$ cat src/rtl/dmem_access_ctrl_if.sv
// Data-memory request/response bus between the M-stage access controller and data memory.
//   master : controller side (drives dm_req/dm_we/dm_addr/dm_wdata, samples dm_ack/dm_rdata)
//   slave  : memory side (samples the request, returns dm_ack/dm_rdata)
interface dmem_access_ctrl_if;
    logic        dm_req;
    logic [3:0]  dm_we;
    logic [31:0] dm_addr;
    logic [31:0] dm_wdata;
    logic        dm_ack;
    logic [31:0] dm_rdata;

    modport master (
        output dm_req,
        output dm_we,
        output dm_addr,
        output dm_wdata,
        input  dm_ack,
        input  dm_rdata
    );

    modport slave (
        input  dm_req,
        input  dm_we,
        input  dm_addr,
        input  dm_wdata,
        output dm_ack,
        output dm_rdata
    );
endinterface

$ cat src/rtl/dmem_access_ctrl.sv
// Memory-stage data-memory access controller feeding the writeback register.
// Runs one req/ack transaction per load/store, stalls the pipeline while it is
// outstanding, formats load data and rejects misaligned or timed-out accesses.
//   clk, rst              : clock, asynchronous active-low reset
//   mem_read, mem_write   : M-stage load/store command (held stable while stall=1)
//   funct3, addr          : access size/sign and byte address
//   store_data            : right-aligned store data
//   dm                    : data-memory bus (master side)
//   ld_data               : formatted load result for the W stage
//   stall                 : combinational pipeline hold
//   misalign, timeout     : one-cycle pulses in the DONE cycle of a rejected/aborted access
module dmem_access_ctrl #(
    parameter int unsigned MAX_WAIT = 16
) (
    input  logic                       clk,
    input  logic                       rst,
    input  logic                       mem_read,
    input  logic                       mem_write,
    input  logic [2:0]                 funct3,
    input  logic [31:0]                addr,
    input  logic [31:0]                store_data,
    dmem_access_ctrl_if.master         dm,
    output logic [31:0]                ld_data,
    output logic                       stall,
    output logic                       misalign,
    output logic                       timeout
);

    localparam int unsigned CNT_W = 8;

    typedef enum logic [1:0] {
        IDLE = 2'd0,
        REQ  = 2'd1,
        DONE = 2'd2
    } state_t;

    state_t             state;
    logic [CNT_W-1:0]   wait_cnt;
    logic               is_load_q;
    logic [2:0]         f3_q;
    logic [1:0]         off_q;

    logic [3:0]         lane_we_c;
    logic [31:0]        lane_wdata_c;
    logic               misaligned_c;

    // Byte/half selection with sign or zero extension; everything else is a word.
    function automatic logic [31:0] fmt_load(input logic [2:0] f3, input logic [1:0] off,
                                             input logic [31:0] w);
        logic [7:0]  b;
        logic [15:0] h;
        case (off)
            2'd0:    b = w[7:0];
            2'd1:    b = w[15:8];
            2'd2:    b = w[23:16];
            default: b = w[31:24];
        endcase
        h = off[1] ? w[31:16] : w[15:0];
        case (f3[1:0])
            2'b00:   fmt_load = f3[2] ? {24'd0, b} : {{24{b[7]}}, b};
            2'b01:   fmt_load = f3[2] ? {16'd0, h} : {{16{h[15]}}, h};
            default: fmt_load = w;
        endcase
    endfunction

    // Lane enables, replicated store data and alignment check; funct3[1]=1 covers W and illegal codes.
    always_comb begin
        lane_we_c    = 4'b1111;
        lane_wdata_c = store_data;
        misaligned_c = |addr[1:0];
        case (funct3[1:0])
            2'b00: begin
                lane_we_c    = 4'b0001 << addr[1:0];
                lane_wdata_c = {4{store_data[7:0]}};
                misaligned_c = 1'b0;
            end
            2'b01: begin
                lane_we_c    = 4'b0011 << addr[1:0];
                lane_wdata_c = {2{store_data[15:0]}};
                misaligned_c = addr[0];
            end
            default: ;
        endcase
    end

    // The pipeline advances only on the edge that ends the DONE cycle.
    assign stall = (mem_read | mem_write) && (state != DONE);

    // Access FSM with registered bus outputs, result and status pulses.
    always_ff @(posedge clk or negedge rst) begin
        if (!rst) begin
            state       <= IDLE;
            wait_cnt    <= '0;
            is_load_q   <= 1'b0;
            f3_q        <= 3'd0;
            off_q       <= 2'd0;
            dm.dm_req   <= 1'b0;
            dm.dm_we    <= 4'd0;
            dm.dm_addr  <= 32'd0;
            dm.dm_wdata <= 32'd0;
            ld_data     <= 32'd0;
            misalign    <= 1'b0;
            timeout     <= 1'b0;
        end else begin
            misalign <= 1'b0;
            timeout  <= 1'b0;
            case (state)
                IDLE: begin
                    if (mem_read | mem_write) begin
                        is_load_q <= mem_read;
                        f3_q      <= funct3;
                        off_q     <= addr[1:0];
                        if (misaligned_c) begin
                            state    <= DONE;
                            ld_data  <= 32'd0;
                            misalign <= 1'b1;
                        end else begin
                            state       <= REQ;
                            dm.dm_req   <= 1'b1;
                            dm.dm_addr  <= {addr[31:2], 2'b00};
                            dm.dm_we    <= mem_write ? lane_we_c : 4'd0;
                            dm.dm_wdata <= mem_write ? lane_wdata_c : 32'd0;
                        end
                    end
                end
                REQ: begin
                    if (dm.dm_ack) begin
                        state     <= DONE;
                        dm.dm_req <= 1'b0;
                        wait_cnt  <= '0;
                        if (is_load_q) begin
                            ld_data <= fmt_load(f3_q, off_q, dm.dm_rdata);
                        end
                    end else if (wait_cnt == CNT_W'(MAX_WAIT - 1)) begin
                        // Last allowed REQ cycle without an ack: abort.
                        state     <= DONE;
                        dm.dm_req <= 1'b0;
                        wait_cnt  <= '0;
                        ld_data   <= 32'd0;
                        timeout   <= 1'b1;
                    end else begin
                        wait_cnt <= wait_cnt + CNT_W'(1);
                    end
                end
                DONE: begin
                    state <= IDLE;
                end
                default: begin
                    state <= IDLE;
                end
            endcase
        end
    end

endmodule

$ cat src/flat_wrapper.sv
// flat-port wrapper written by rule: the top's interface ports become plain ports
module dmem_access_ctrl_flat 
#(
    parameter int unsigned MAX_WAIT = 16
)
  (clk, rst, mem_read, mem_write, funct3, addr, store_data, ld_data, stall, misalign, timeout, dm_dm_req, dm_dm_we, dm_dm_addr, dm_dm_wdata, dm_dm_ack, dm_dm_rdata);
  dmem_access_ctrl_if dm_i ();
  input  logic clk;
  input  logic rst;
  input  logic mem_read;
  input  logic mem_write;
  input  logic [2:0] funct3;
  input  logic [31:0] addr;
  input  logic [31:0] store_data;
  output logic [31:0] ld_data;
  output logic stall;
  output logic misalign;
  output logic timeout;
  output wire logic [$bits(dm_i.dm_req)-1:0] dm_dm_req;
  output wire logic [$bits(dm_i.dm_we)-1:0] dm_dm_we;
  output wire logic [$bits(dm_i.dm_addr)-1:0] dm_dm_addr;
  output wire logic [$bits(dm_i.dm_wdata)-1:0] dm_dm_wdata;
  input wire logic [$bits(dm_i.dm_ack)-1:0] dm_dm_ack;
  input wire logic [$bits(dm_i.dm_rdata)-1:0] dm_dm_rdata;
  assign dm_dm_req = dm_i.dm_req;
  assign dm_dm_we = dm_i.dm_we;
  assign dm_dm_addr = dm_i.dm_addr;
  assign dm_dm_wdata = dm_i.dm_wdata;
  assign dm_i.dm_ack = dm_dm_ack;
  assign dm_i.dm_rdata = dm_dm_rdata;
  dmem_access_ctrl #(.MAX_WAIT(MAX_WAIT)) u_core (.clk(clk), .rst(rst), .mem_read(mem_read), .mem_write(mem_write), .funct3(funct3), .addr(addr), .store_data(store_data), .dm(dm_i), .ld_data(ld_data), .stall(stall), .misalign(misalign), .timeout(timeout));
endmodule
$ cat config.mk
export PLATFORM = sky130hd
export DESIGN_NAME = dmem_access_ctrl_flat
export DESIGN_NICKNAME = d
export VERILOG_FILES = /design/src/rtl/dmem_access_ctrl_if.sv /design/src/rtl/dmem_access_ctrl.sv /design/src/flat_wrapper.sv
export SDC_FILE = /design/constraint.sdc
export NUM_CORES = 1
export LEC_CHECK = 0
export ABC_AREA = 1
export CORE_MARGIN = 5
export CORE_UTILIZATION = 45
export DETAILED_ROUTE_END_ITERATION = 8
export PLACE_DENSITY = 0.82
export SLEW_MARGIN = 15
export SYNTH_ARGS = -nofsm -noshare
export SYNTH_HDL_FRONTEND = slang
export SYNTH_SLANG_ARGS = --single-unit
$ cat constraint.sdc
create_clock -name clk -period 1.87 [get_ports clk]
set_input_delay 0.374 -clock clk [delete_from_list [all_inputs] [get_ports clk]]
set_output_delay 0.374 -clock clk [all_outputs]
set_load 0.02 [all_outputs]
==> out/qor.txt, run 1 <==
FFs w/ async S/R, synth -> 1.00
First-pass GRT wire length -> 29000 µm
Commonest non-fill, non-tap cells in the layout -> nand2_1, clkdlybuf4s50_1, dfrtp_1
Critical Path Source -> u_core.dm.dm_wdata[8]
CP delay by family, top -> buffers and inverters
H-tree Lvls -> 4
GRT Total Usage -> 0.250
Combinational family with the most area after synthesis -> simple AND/OR/NAND/NOR gates
Pwr Density -> 1620 mW/mm²
CP Depth -> 1
Seq cells post-synth -> 117
RSZ-0062 raised after global routing -> false
Die Ht -> 122 µm
Die W -> 122 µm
Simple-gate share of the synthesized area -> 0.301
Initial Util -> 0.463
Tmin final -> 1810 ps
Full die area -> 0.0148 mm²
Remaining antenna violation count -> 0
Max Slew Vio Count -> 0
Hpwl dp -> 13100 µm
Placer Congestion -> 0.907
Pwr Total -> 14100 µW
Kind of end point of the critical path -> output pin
Post-route insts no fill -> 1120
Clk_skew -> 10.4 ps
Crit path kind -> reg2out
Worst EP required -> 1500 ps
Nets -> 1044
Worst-path cell chain -> clkdlybuf4s50_1
1st-pass router iterations -> 5
Worst vdd ir -> 892 µV
Synth Area in Compound Gates -> 0.121
Final setup fails -> 0
Status -> completed
Core Rows -> 40
Worst r2r path cells -> 7
Placed Area -> 0.00816 mm²
Layout cells sized above 1 -> 0.110
Post-CTS Setup Bufs -> 0
R2R Path End -> u_core.ld_data[13]
Mux contribution to synthesized area -> 0
Clk buf depth -> 2
Adder-Cell Fraction of Synth Area -> 0.00222
DRC -> 0
Clock Latency Late Sink -> 410 ps
CTS sink count -> 117
Startpoint types -> flop
Final instance area -> 0.00874 mm²
Max_slew headroom -> 0.639
Buffers & Inverters on Critical Path -> 1
Wire length per cell -> 16.1 µm
Setup crit end -> dm_dm_wdata[8]
CTS buffer count -> 17
Part of the Yosys area used for sequential elements -> 0.520
Area of the core -> 0.0122 mm²
Routed WL -> 18000 µm
Root Buffer -> clkbuf_16
TritonCTS clock tree -> done
Dpl cells -> 1087
Final Hold Viols -> 0
DRT iter0 DRCs -> 474
Commonest non-fill, non-tap cell in the layout -> nand2_1
Internal reg-to-reg setup slack -> 200 ps
Pre-CTS setup slack -> -221 ps
CP max FO -> 2
Post-Syn Area -> 0.00563 mm²
Largest net degree at the start of global routing -> 45
Clock transition time at the flip-flop clock pins of the worst setup and hold paths -> 50 ps
Yosys cell types -> 34
Ant diodes -> 0
R2R Path Start -> u_core.wait_cnt[0]
Max stage delay on crit path -> 670 ps
Tcrit/Tclk final -> 0.970
Drt via density -> 5.10
Vias in the first global route -> 5755
Post-synth EDFFs -> 0
Worst min path class -> reg2reg
Buffers on Ports -> 205
Worst-Margin Slew -> 541 ps
Syn Inst Count -> 709
Yosys warning total -> 0
Max Fclk -> 551 MHz
Synth Area per Inst -> 7.94 µm²
Fin worst setup slack -> 55.3 ps
Synth Area in XOR/XNOR -> 0.00311
LEAKAGE -> 0.00419 µW
Layout area overhead -> 55.2%
Core Util, Final -> 0.719
Slowest CP cell -> clkdlybuf4s50_1
Remaining global-route overflow -> 0
Io pins -> 208
Initial antenna violation count -> 0
CP Data Arrival Time -> 1440 ps
Synth Flop Type -> dfrtp_1
Max-Cap Viols -> 0
Via count -> 5713
==> through the flow <==
stage / TNS (ps) / hold WS [ps]
finish: 0 / 469
floorplan: 0 / 78.4
global placement: -2160 / 394
CTS: 0 / 475
detailed placement: -4160 / 391
global route: 0 / 484
==> worst min path at each step <==
stage | slack [ps] | depth (start not counted) | end | from
2_1_floorplan | 80 | 0 | u_core.dm.dm_addr[10] | rst
3_3_place_gp | 390 | 1 | u_core.wait_cnt[7] | rst
3_5_place_dp | 390 | 1 | u_core.ld_data[27] | rst
4_1_cts | 480 | 2 | u_core.dm.dm_addr[28] | u_core.dm.dm_addr[28]
5_1_grt | 480 | 2 | u_core.dm.dm_wdata[4] | u_core.dm.dm_wdata[4]
6_report | 470 | 2 | u_core.dm.dm_addr[28] | u_core.dm.dm_addr[28]
==> synth_stat cells (2+ instances only) <==
master / number / area share
nand2_1: 239 / 0.16
dfrtp_1: 117 / 0.52
o21ai_0: 71 / 0.063
nand3_1: 65 / 0.058
nor2_1: 60 / 0.040
inv_1: 28 / 0.019
clkbuf_1: 26 / 0.017
or2_2: 22 / 0.024
a21oi_1: 17 / 0.015
o22ai_1: 17 / 0.019
o31ai_1: 10 / 0.013
buf_2: 8 / 0.0071
nand3_2: 3 / 0.0053
buf_4: 2 / 0.0027
buf_6: 2 / 0.0040
clkinv_1: 2 / 0.0013
inv_2: 2 / 0.0013
xor2_1: 2 / 0.0031
==> cell families (layout without fill, tap and decap cells) <==
family,count (synthesis),after routing
and+or+nand+nor,396,396
AOI/OAI and AO/OA,122,122
xor gates and xnor gates,2,2
DFF,117,117
adders and majority gates,1,1
other,1,2
buffers and inverters,70,312
==> what timing repair did <==
item	CTS	global route
hold endpoints to repair	34	0
hold buffers	1	0
endpoints found under the setup margin	1	1
resized for setup	1	1
==> cell type report <==
cell class / instances / area (µm²)
fillers: 922 / 3420
well taps: 168 / 210
flip-flops and latches: 117 / 2930
clock buffers: 22 / 464
clock inverters: 10 / 105
multi-input cells: 523 / 2410
repair buffers: 248 / 2500
inverters: 32 / 120
==> power by group <==
group	switching, µW	total (µW)	internal, µW
Sequential	687	4260	3570
Clock	1130	3140	2010
Combinational	3740	6740	3000
==> per-layer routing <==
layer,track usage,up-vias,wire (µm)
met2,0.400,271,8450
met1,0.303,2636,7110
met4,0.0840,0,299
met3,0.109,27,2110
met5,0,-,0
li1,-,2779,-
==> state kept, by name, summed over array words and instances (netlist names) <==
signal	count
u_core.dm.dm_we	4
u_core.misalign	1
u_core.wait_cnt	8
u_core.dm.dm_req	1
u_core.f3_q	3
u_core.dm.dm_wdata	32
u_core.state	2
u_core.timeout	1
u_core.off_q	2
u_core.dm.dm_addr	30
u_core.ld_data	32
u_core.is_load_q	1
==> worst min-delay path, cell delays in order, from the launching register on <==
cell and delay [ps]:
dfrtp_1 340, nand2_1 50, nand2_1 40
No activity file was read; power rests on OpenSTA's default activity.
==> inputs of run 2 (changes only) <==
--- a/config.mk
+++ b/config.mk
@@ -6,8 +6,10 @@
 export NUM_CORES = 1
 export LEC_CHECK = 0
 export ABC_AREA = 1
+export CELL_PAD_IN_SITES_DETAIL_PLACEMENT = 1
+export CELL_PAD_IN_SITES_GLOBAL_PLACEMENT = 1
 export CORE_MARGIN = 5
-export CORE_UTILIZATION = 45
+export CORE_UTILIZATION = 32
 export DETAILED_ROUTE_END_ITERATION = 8
 export PLACE_DENSITY = 0.82
 export SLEW_MARGIN = 15
==> run 2 against run 1 <==
Effect of this change: the flow now finishes with violations (negative hold slack); non-clock buffer count grew 8; sequential share of layout area decreased by 0.37 points; register-to-register slack is essentially flat; design area rose by 1.1%; flip-flop and latch count did not move; global-route usage fell by 4.1 points.
==> out/qor.txt, run 2 (synthesis results as in run 1) <==
Hold buffers post-CTS -> 0 (-1)
Met2 GRT Util -> 0.340 (-0.0603)
Worst min path class -> in2async
Clock transition time at the flip-flop clock pins of the worst setup and hold paths -> 60 ps (about the same)
Worst EP required -> 1500 ps (about the same)
1st-pass router iterations -> 4 (-1)
Largest net degree at the start of global routing -> 83 (+84%)
Post-CTS Setup Bufs -> 0 (unchanged)
Placed Area -> 0.00825 mm² (+1.1%)
Core Util, Final -> 0.511 (-0.208)
LEAKAGE -> 0.00420 µW (+0.45%)
Placer Congestion -> 0.847 (-6.6%)
Routed WL -> 21200 µm (+18%)
Startpoint types -> flop
Pwr Density -> 1640 mW/mm² (+1.1%)
Via count -> 5904 (+3.3%)
Max stage delay on crit path -> 680 ps (about the same)
Final setup fails -> 0 (unchanged)
Kind of end point of the critical path -> output pin
TritonCTS clock tree -> done
Post-CTS Resized -> 2 (+1)
Hold_ws -> -27.6 ps (-497 ps)
Remaining global-route overflow -> 0 (unchanged)
Slowest CP cell -> clkdlybuf4s50_1
Final instance area -> 0.00884 mm² (+1.1%)
Core Rows -> 48 (+20%)
Max Fclk -> 547 MHz (-0.73%)
Commonest non-fill, non-tap cells in the layout -> nand2_1, clkdlybuf4s50_1, dfrtp_1
Clk_skew -> 7.92 ps (-2.44 ps)
CP max FO -> 2 (unchanged)
Hpwl dp -> 15700 µm (+19%)
Max-Cap Viols -> 0 (unchanged)
Initial Util -> 0.325 (-0.137)
Remaining antenna violation count -> 0 (unchanged)
Worst-path cell chain -> clkdlybuf4s50_1
Commonest non-fill, non-tap cell in the layout -> nand2_1
Crit path kind -> reg2out
Wire length per cell -> 17.8 µm (+11%)
Die Ht -> 143 µm (+17%)
CP delay by family, top -> buffers and inverters
Root Buffer -> clkbuf_16
Layout cells sized above 1 -> 0.120 (+0.00950)
Pwr Total -> 14500 µW (+2.2%)
Tmin final -> 1830 ps (+13.3 ps)
Nets -> 1052 (+0.77%)
Die W -> 143 µm (+17%)
Drt via density -> 4.98 (-2.4%)
First-pass GRT wire length -> 33300 µm (+15%)
CTS buffer count -> 17 (unchanged)
GRT Max-Usage Layer -> met2
DRC -> 0 (unchanged)
Initial antenna violation count -> 1 (+1)
Full die area -> 0.0203 mm² (+37%)
Layout area overhead -> 57.0%
Grt met1 use -> 0.254 (-0.0486)
Worst vdd ir -> 788 µV (-12%)
Largest regs -> u_core.dm.dm_wdata (32), u_core.ld_data (32), u_core.dm.dm_addr (30)
Tcrit/Tclk final -> 0.978 (+0.00714)
Vias in the first global route -> 6194 (+7.6%)
Status -> finished, violations left
CTS sink count -> 117 (unchanged)
Io pins -> 208 (unchanged)
H-tree Lvls -> 4 (unchanged)
RSZ-0062 raised after global routing -> false
Max Slew Vio Count -> 0 (unchanged)
Failing checks -> negative hold slack
DRT iter0 DRCs -> 255 (-46%)
CP Data Arrival Time -> 1450 ps (about the same)
GRT Total Usage -> 0.208 (-0.0412)
Buffers & Inverters on Critical Path -> 1 (unchanged)
Grt met3 use -> 0.0941 (-0.0145)
Area of the core -> 0.0173 mm² (+42%)
Clock Latency Late Sink -> 420 ps (about the same)
Final Hold Viols -> 11 (+11)
Buffers on Ports -> 205 (unchanged)
Clk buf depth -> 2 (unchanged)
==> run 2: per-stage QoR <==
stage / setup slack [ps] / instances / setup TNS (ps) / hold WS, ps
finish: 42.0 / 1186 / 0 / -27.6
global route: 3.88 / 1185 / 0 / 9.26
global placement: -243 / 1153 / -3290 / 453
CTS: 29.0 / 1185 / 0 / 21.7
detailed placement: -248 / 1153 / -9960 / 459
floorplan: 256 / 710 / 0 / 78.4
==> run 2: path summary, 6_finish.rpt <==
| kind | startpoint | to | slack, ps | cells after the start |
|---|---|---|---|---|
| setup / recovery | u_core.dm.dm_wdata[15] | dm_dm_wdata[15] | 40 | 1 |
| hold / removal | rst | u_core.ld_data[10] | -30 | 2 |
| setup reg to reg | u_core.wait_cnt[0] | u_core.ld_data[26] | 200 | 8 |
| hold reg to reg | u_core.dm.dm_addr[18] | u_core.dm.dm_addr[18] | 470 | 2 |
| max in group asynchronous | rst | u_core.ld_data[31] | 1480 | 2 |
| min in group clk | u_core.dm.dm_addr[18] | u_core.dm.dm_addr[18] | 470 | 2 |
==> run 2: layer usage <==
metal,share of wire,vias up
met5,0.00061,-
met4,0.011,2
met3,0.11,19
met2,0.47,215
met1,0.41,2875
li1,-,2793
==> run 2: layout make-up <==
| cell class | instances | area, µm² |
|---|---|---|
| diodes | 1 | 2.50 |
| repair buffers | 256 | 2500 |
| flip-flops and latches | 117 | 2930 |
| fillers | 2093 | 8460 |
| clock inverters | 11 | 126 |
| inverters | 32 | 120 |
| multi-input cells | 523 | 2410 |
| clock buffers | 21 | 460 |
| well taps | 225 | 282 |
==> run 2: report_power, final <==
part / total [µW] / internal [µW] / leakage [µW] / switching, µW
Combinational: 6940 / 3020 / 0.00241 / 3930
Clock: 3250 / 2030 / 0.000276 / 1210
Sequential: 4260 / 3570 / 0.00152 / 696
Total: 14500 / 8620 / 0.00420 / 5840
==> inputs of run 3 (changes only) <==
==> constraint.sdc (replaced) <==
create_clock -name clk -period 2 [get_ports clk]
set_input_delay 0.4 -clock clk [delete_from_list [all_inputs] [get_ports clk]]
set_output_delay 0.4 -clock clk [all_outputs]
set_load 0.02 [all_outputs]
==> run 3 against run 2 <==
Effect of this change: the flow now finishes without violations; via count is 1.1% lower; sequential share of layout area hardly changed; global-route usage is 0.35 points higher; sequential power is 6.6% lower; design area hardly changed; wire length is 0.37% higher; clock power is 5% lower; critical path type is now in2out; critical endpoint is now stall; largest cell class unchanged.
==> out/qor.txt, run 3 (synthesis results as in run 1) <==
H-tree Lvls -> 4 (unchanged)
CP Depth -> 4 (+3)
Max_slew headroom -> 0.660
LEAKAGE -> 0.00420 µW (about the same)
Clock transition time at the flip-flop clock pins of the worst setup and hold paths -> 50 ps (about the same)
Setup crit end -> stall
Clk buf depth -> 2 (unchanged)
Commonest non-fill, non-tap cells in the layout -> nand2_1, clkdlybuf4s50_1, dfrtp_1
R2R Path End -> u_core.ld_data[9]
Pwr Total -> 13600 µW (-6.2%)
Die Ht -> 143 µm (unchanged)
Worst-path cell chain -> clkdlybuf4s50_1 -> nor2_1 -> a21oi_1 -> dlygate4sd2_1
Clk_skew -> 8.15 ps (+0.229 ps)
Tmin final -> 1880 ps
Full die area -> 0.0203 mm² (unchanged)
Hpwl dp -> 15500 µm (-1.3%)
Initial antenna violation count -> 2 (+1)
Area of the core -> 0.0173 mm² (unchanged)
Internal reg-to-reg setup slack -> 320 ps (+120 ps)
Die W -> 143 µm (unchanged)
Reg area -> 0.00293 mm² (unchanged)
DRC -> 0 (unchanged)
Wire length per cell -> 18.0 µm (+1.1%)
Final Hold Viols -> 0 (-11)
Buffers on Ports -> 205 (unchanged)
Kind of end point of the critical path -> output pin
DRT iter0 DRCs -> 271 (+6.3%)
Hold_ws -> 470 ps (+497 ps)
Commonest non-fill, non-tap cell in the layout -> nand2_1
Buffers & Inverters on Critical Path -> 2 (+1)
Worst-Margin Slew -> 510 ps
Max Fclk -> 532 MHz
Core Util, Final -> 0.510 (about the same)
GRT Total Usage -> 0.212 (+0.00352)
Layout area overhead -> 56.9% (about the same)
Multi-input logic area -> 0.00241 mm² (-0.10%)
Nets -> 1048 (-0.38%)
Critical Path Source -> mem_write
Initial Util -> 0.325 (unchanged)
Via count -> 5838 (-1.1%)
Core Rows -> 48 (unchanged)
CTS sink count -> 117 (unchanged)
Worst min path class -> reg2reg
CP Data Arrival Time -> 1480 ps (+30 ps)
First-pass GRT wire length -> 33800 µm (+1.6%)
Crit path kind -> in2out
RSZ-0062 raised after global routing -> false
Io pins -> 208 (unchanged)
R2R Path Start -> u_core.off_q[1]
Layout cells sized above 1 -> 0.112 (-0.00751)
Drt via density -> 4.96 (-0.45%)
CTS buffer count -> 17 (unchanged)
Max stage delay on crit path -> 540 ps (-140 ps)
Placer Congestion -> 0.842 (-0.66%)
Placed Area -> 0.00823 mm² (-0.15%)
Largest net degree at the start of global routing -> 44 (-47%)
Fillers -> 2078 (-0.72%)
Worst vdd ir -> 763 µV (-3.1%)
Root Buffer -> clkbuf_16
Max Slew Vio Count -> 0 (unchanged)
Pwr Density -> 1540 mW/mm² (-6.1%)
Slowest CP cell -> clkdlybuf4s50_1
Remaining global-route overflow -> 0 (unchanged)
Startpoint types -> input pin
1st-pass router iterations -> 7 (+3)
Routed WL -> 21200 µm (+0.37%)
Worst EP required -> 1600 ps (+100 ps)
Vias in the first global route -> 6388 (+3.1%)
Tcrit/Tclk final -> 0.940
TritonCTS clock tree -> done
CP max FO -> 2 (unchanged)
Setup TNS -> 0 ps (unchanged)
Final instance area -> 0.00883 mm² (about the same)
Largest regs -> u_core.dm.dm_wdata (32), u_core.ld_data (32), u_core.dm.dm_addr (30)
CP delay by family, top -> buffers and inverters
Status -> completed
Ant diodes -> 0 (-1)
Final setup fails -> 0 (unchanged)
Clock Latency Late Sink -> 420 ps (about the same)
Max-Cap Viols -> 0 (unchanged)
Remaining antenna violation count -> 0 (unchanged)
Worst r2r path cells -> 6 (-2)
==> run 3: per-layer routing <==
metal | track usage | share of wire | vias to the layer above | wire length (µm)
met5 | 0 | 0.0013 | - | 27
met1 | 0.252 | 0.40 | 2813 | 8490
li1 | - | - | 2775 | -
met3 | 0.0981 | 0.11 | 24 | 2430
met4 | 0.0570 | 0.012 | 4 | 260
met2 | 0.347 | 0.47 | 222 | 10000
==> run 3: how the worst min path moves through the flow <==
stage / startpoint / to / cells past startpoint
2_1_floorplan: rst / u_core.dm.dm_addr[10] / 0
3_3_place_gp: rst / u_core.wait_cnt[7] / 2
3_5_place_dp: rst / u_core.wait_cnt[6] / 2
4_1_cts: u_core.dm.dm_addr[9] / u_core.dm.dm_addr[9] / 2
5_1_grt: u_core.dm.dm_addr[28] / u_core.dm.dm_addr[28] / 2
6_report: u_core.dm.dm_addr[14] / u_core.dm.dm_addr[14] / 2
==> run 3: worst min-delay path: cells and delay by family, from the launching register on <==
kind,cells,cell delay (ps)
flops,1,340
simple gates,2,100
==> run 3: power by group <==
group	switching (µW)	leakage [µW]	internal, µW
Clock	1090	0.000288	2000
Sequential	647	0.00152	3330
Combinational	3660	0.00239	2830
==> run 3: what timing repair did <==
item                                    4_1_cts  5_1_grt
gates resized for setup                       1        0
hold endpoints to repair                     42        0
hold buffers                                  1        0
endpoints found under the setup margin        1        0
setup buffers                                 0        0
==> run 3: area by class of cell <==
| cell class | instances | area share |
|---|---|---|
| clock buffers | 20 | 0.0517 |
| clock inverters | 9 | 0.0147 |
| inverters | 32 | 0.0136 |
| multi-input cells | 523 | 0.273 |
| flip-flops and latches | 117 | 0.332 |
| well taps | 225 | 0.0319 |
| repair buffers | 252 | 0.284 |
==> run 3: stage by stage <==
| step | worst slack [ps] | cells |
|---|---|---|
| after floorplan | 386 | 710 |
| after global placement | -161 | 1148 |
| after detailed placement | -162 | 1148 |
| after CTS | 102 | 1178 |
| after global routing | 90.8 | 1178 |
| final | 121 | 1178 |
